`src/rtl/serial_adder.sv`:
```
// -----------------------------------------------------------------------------
// serial_adder
//
// Multi-cycle adder/subtractor. A WIDTH-bit operand pair is summed STEP bits
// per clock through a STEP-bit ripple chain of full-adder cells. A registered
// carry links one step to the next, so wide words use a small datapath.
// Subtraction is a + ~b + ~cin. Operands and mode are captured with start, so
// the inputs may change while an operation is running.
//
// Parameters
//   WIDTH  operand/result width (>= 2)
//   STEP   bits per cycle (must divide WIDTH); latency N = WIDTH/STEP cycles
//
// Ports
//   clk     in   rising-edge clock
//   rst_n   in   asynchronous active-low reset
//   start   in   operation request, sampled only while busy = 0
//   sub     in   0 = add, 1 = subtract (captured with start)
//   a, b    in   operands (captured with start)
//   cin     in   carry-in (add) / borrow-in (sub) (captured with start)
//   busy    out  operation in progress
//   done    out  one-cycle pulse: sum/cout/ovf were just updated
//   sum     out  result, held until the next completion
//   cout    out  raw carry out of the MSB (sub: 1 = no borrow)
//   ovf     out  two's-complement overflow of the completed operation
// -----------------------------------------------------------------------------
module serial_adder #(
  parameter int WIDTH = 8,
  parameter int STEP  = 1
) (
  input  logic             clk,
  input  logic             rst_n,
  input  logic             start,
  input  logic             sub,
  input  logic [WIDTH-1:0] a,
  input  logic [WIDTH-1:0] b,
  input  logic             cin,
  output logic             busy,
  output logic             done,
  output logic [WIDTH-1:0] sum,
  output logic             cout,
  output logic             ovf
);

  localparam int N  = WIDTH / STEP;
  localparam int CW = (N > 1) ? $clog2(N) : 1;
  localparam logic [CW-1:0] LAST_STEP = CW'(N - 1);

  typedef enum logic {
    IDLE = 1'b0,
    RUN  = 1'b1
  } state_e;

  state_e           state_q;
  logic [CW-1:0]    cnt_q;
  logic [WIDTH-1:0] opa_q;
  logic [WIDTH-1:0] opb_q;
  logic             carry_q;
  logic [WIDTH-1:0] acc_q;     // result shift register, filled from the MSB side
  logic             busy_q;
  logic             done_q;
  logic [WIDTH-1:0] sum_q;
  logic             cout_q;
  logic             ovf_q;

  // ---------------------------------------------------------------------------
  // STEP-bit ripple chain. chain_c[i] is the carry into cell i; chain_c[0] is
  // the registered carry from the previous step.
  // ---------------------------------------------------------------------------
  logic [STEP:0]    chain_c;
  logic [STEP-1:0]  chain_s;
  logic [WIDTH-1:0] chain_s_ext;
  logic [WIDTH-1:0] acc_d;
  logic             ovf_d;

  always_comb begin
    // NOTE: every combinational output gets a default first so no path leaves
    // it unassigned; otherwise synthesis infers a latch.
    chain_c    = '0;
    chain_s    = '0;
    chain_c[0] = carry_q;
    for (int i = 0; i < STEP; i++) begin
      chain_s[i]     = opa_q[i] ^ opb_q[i] ^ chain_c[i];
      chain_c[i+1]   = (opa_q[i] & opb_q[i]) | (chain_c[i] & (opa_q[i] ^ opb_q[i]));
    end
  end

  // New bits enter at the top; after N steps bit 0 of the word sits at acc[0].
  assign chain_s_ext = WIDTH'(chain_s);
  assign acc_d       = (acc_q >> STEP) | (chain_s_ext << (WIDTH - STEP));

  // On the final step the top cell of the chain is bit WIDTH-1 of the word, so
  // the carries into and out of that cell give the signed overflow.
  assign ovf_d = chain_c[STEP] ^ chain_c[STEP-1];

  // ---------------------------------------------------------------------------
  // Control FSM with registered outputs.
  // ---------------------------------------------------------------------------
  always_ff @(posedge clk or negedge rst_n) begin
    if (!rst_n) begin
      state_q <= IDLE;
      cnt_q   <= '0;
      opa_q   <= '0;
      opb_q   <= '0;
      carry_q <= 1'b0;
      acc_q   <= '0;
      busy_q  <= 1'b0;
      done_q  <= 1'b0;
      sum_q   <= '0;
      cout_q  <= 1'b0;
      ovf_q   <= 1'b0;
    end else begin
      // NOTE: non-blocking assignments here so every register samples the
      // pre-edge value of the others, independent of statement order.
      done_q <= 1'b0;
      case (state_q)
        IDLE: begin
          if (start) begin
            opa_q   <= a;
            opb_q   <= sub ? ~b : b;
            carry_q <= sub ^ cin;          // sub ? ~cin : cin
            cnt_q   <= '0;
            busy_q  <= 1'b1;
            state_q <= RUN;
          end
        end
        RUN: begin
          opa_q   <= opa_q >> STEP;
          opb_q   <= opb_q >> STEP;
          carry_q <= chain_c[STEP];
          acc_q   <= acc_d;
          cnt_q   <= cnt_q + CW'(1);
          if (cnt_q == LAST_STEP) begin
            sum_q   <= acc_d;
            cout_q  <= chain_c[STEP];
            ovf_q   <= ovf_d;
            done_q  <= 1'b1;
            busy_q  <= 1'b0;
            cnt_q   <= '0;
            state_q <= IDLE;
          end
        end
        default: state_q <= IDLE;
      endcase
    end
  end

  assign busy = busy_q;
  assign done = done_q;
  assign sum  = sum_q;
  assign cout = cout_q;
  assign ovf  = ovf_q;

endmodule
```
`config.mk`:
```
export PLATFORM = sky130hd
export DESIGN_NAME = serial_adder
export DESIGN_NICKNAME = d
export VERILOG_FILES = /design/src/rtl/serial_adder.sv
export SDC_FILE = /design/constraint.sdc
export NUM_CORES = 1
export LEC_CHECK = 0
export BUFFER_PORTS_ARGS = -buffer_cell sky130_fd_sc_hd__buf_2
export CAP_MARGIN = 20
export CORE_UTILIZATION = 55
export DETAILED_ROUTE_END_ITERATION = 16
export GPL_ROUTABILITY_DRIVEN = 0
export PLACE_DENSITY = 0.85
export SETUP_SLACK_MARGIN = 0.1
export SYNTH_ARGS = -nofsm -noshare
export SYNTH_HDL_FRONTEND = slang
export SYNTH_SLANG_ARGS = --single-unit
```
`constraint.sdc`:
```
create_clock -name clk -period 3.4 [get_ports clk]
set_input_delay 0 -clock clk [delete_from_list [all_inputs] [get_ports clk]]
set_output_delay 0 -clock clk [all_outputs]
set_load 0.05 [all_outputs]
```
==> qor.yml <==
detailed_routing:
  drc: 0
  vias: 1172
  wire_per_inst_um: 14.2
  drt-total-wl_um: 3250
  vias_per_cell: 5.12
  detail-route-antenna-nets: 0
  drtPass1Iterations: 4
  drt_iter0_markers: 28
die:
  die_h_um: 58.9
  rows: 20
  io_pins: 33
  die_area_sq_um: 3470
  die_w_um: 58.9
  core_area_sq_um: 3050
  start_util_pct: 58.3
clock_tree:
  clock_sinks: 40
  cts_tree: "built"
  cts_buffer_depth: 2
  clk_latency_ns: 0.35
  cts_setup_buffers: 0
  cts_buffers: 5
  cts-root-buf: "clkbuf_4"
  path_clk_slew_ns: 0.11
  ctsHtreeMaxLevel: 2
global_routing:
  grt_pass1_wl_um: 5550
  antenna_found_initial: 0
  grt_start_max_net_pins: 41
  grt_pass1_vias: 1217
  track_usage_pct: 22.1
  gr-total-overflow: 0
synth:
  synth_seq_cells: 40
  ys_warn_count: 0
  synth_nets: 164
  avgSynthCellArea_sq_um: 12.8
  synth_area_sq_um: 1780
  ys_async_sr_fraction_pct: 100
  ys_seq_area_share_pct: 56.3
  synth_cell_types: 26
  synth_edf_count: 0
  synthCells: 139
  synth_flop_cell: "dfrtp_1"
finish:
  drive_gt1_share_pct: 31.4
  fin_util_pct: 70.0
  nets: 209
  area_delta_synth_final_pct: 20.1
  antenna_cells: 0
placement:
  hpwl_um: 2140
  portBuffers: 32
timing:
  slew_viol_final: 0
  rsz0062_at_grt: "false"
  max_slew.worst_pin.slew_ns: 0.885
  clock_skew_ns: 0.00552
  period_needed_ns: 1.78
  finalCritPeriodShare_pct: 52.4
  setup_viol: 0
  clock.fmax_mhz: 561
  tns_ns: 0
  relSlewSlack_pct: 41.0
  hold_viol: 0
flow_run:
  drv_cap: 0
setup_path:
  path_class: "flop to flop"
  end_kind: "flop"
  cp.arrival_ns: 2.02
  r2r_slack_ns: 1.62
  critical_path_peak_fanout: 23
  cp.required_ns: 3.64
  setup.worst_path.start_class: "flop"
status:
  status: "finished, final reports clean"
power:
  vdd_ir_drop_max_mv: 0.452
  power.density_nw_per_um2: 855
  p_leak_nw: 1.02
  fin_total_pwr_mw: 1.83
hold_path:
  min_path_type: "primary input to flop"
-- sequential cells by signal (all words and copies together) (netlist names), 3 cells and up --
register and flops:
opa_q 8, sum 8, acc_q 7, cnt_q 3, opb_q 8
-- repair_timing --
action,4_1_cts,5_1_grt
resized for setup,0,0
endpoints found under the hold margin,53,0
hold buffers,14,0
-- worst paths after layout --
kind / depth (start not counted) / endpoint / startpoint
worst max-delay path: 3 / carry_q / state_q
worst min-delay path: 3 / opb_q[2] / b[2]
worst max register to register: 3 / carry_q / state_q
worst min register to register: 2 / opa_q[6] / opa_q[7]
max in group asynchronous: 2 / opa_q[7] / rst_n
min in group asynchronous: 2 / opa_q[5] / rst_n
-- stage by stage --
step	std cells	hold WS, ns	setup slack [ns]	area, sq um
2_1_floorplan	139	-0.296	1.94	1780
3_3_place_gp	207	0.141	1.74	1940
3_5_place_dp	207	0.167	1.65	1940
4_1_cts	229	0.0596	1.64	2140
5_1_grt	229	0.0615	1.50	2140
6_report	229	0.0695	1.62	2140
-- kinds of logic (layout without fill, tap and decap cells) --
logic type      after synthesis  after routing  share of synthesized area (%)
flops                        40             40                           56.3
fa+ha+maj                     4              4                           3.24
mux                          25             25                           15.3
compound gates               21             21                           8.44
buf+inv                      12             58                           4.22
xor+xnor                     10             10                           4.92
simple gates                 27             27                           7.67
-- cell type report --
cell class,instances,area (sq um)
Sequential cell,40,1000
Fill cell,239,916
Multi-Input combinational cell,87,703
Timing Repair Buffer,47,308
Clock buffer,8,58.8
Tap cell,44,55.1
Inverter,3,11.3
-- cells in the final DEF, fill, tap and decap left out, types with 5 or more instances in the layout --
cell type      synthesis  routed
o21ai_0                8       8
xnor2_1                5       5
mux2i_1                8       8
dlygate4sd3_1          0      14
nor2_1                 5       5
mux2_2                17      17
buf_2                  3      32
clkbuf_4               0       5
dfrtp_1               40      40
xor2_1                 5       5
nand2_1               12      12
-- critical path, stage by stage (launching register included) --
cell     delay, ns
dfrtp_1       0.78
buf_4         0.35
nor2_1        0.16
a221o_1       0.39
-- power by group --
group          internal (mW)  switching (mW)  total [mW]
registers              0.680           0.151       0.831
clock network          0.102           0.149       0.251
logic                  0.309           0.437       0.745
total                   1.09           0.737        1.83
-- synthesized netlist by cell type, types with 2 or more instances --
| library cell | count | area share, % |
|---|---|---|
| o21ai_0 | 8 | 2.3 |
| or3b_2 | 2 | 0.98 |
| and2_0 | 3 | 1.1 |
| o211ai_1 | 4 | 1.7 |
| mux2i_1 | 8 | 4.5 |
| xor2_1 | 5 | 2.5 |
| a221o_1 | 4 | 2.3 |
| a22o_1 | 3 | 1.5 |
| buf_6 | 2 | 1.3 |
| ha_1 | 3 | 2.1 |
| or3b_1 | 2 | 0.98 |
| nand2_1 | 12 | 2.5 |
| buf_4 | 3 | 1.3 |
| mux2_2 | 17 | 11 |
| dfrtp_1 | 40 | 56 |
| buf_2 | 3 | 0.84 |
| xnor2_1 | 5 | 2.5 |
| inv_1 | 3 | 0.63 |
| nor2_1 | 5 | 1.1 |
-- layer usage --
metal,global-route usage [%],vias to the layer above,share of wire (%),routed length [um]
met4,10.2,0,2.5,82
met5,0,-,0,0
li1,-,569,-,-
met1,28.3,571,44,1430
met2,34.7,22,50,1620
met3,6.59,10,3.4,109
No activity file was read; power rests on OpenSTA's default activity.
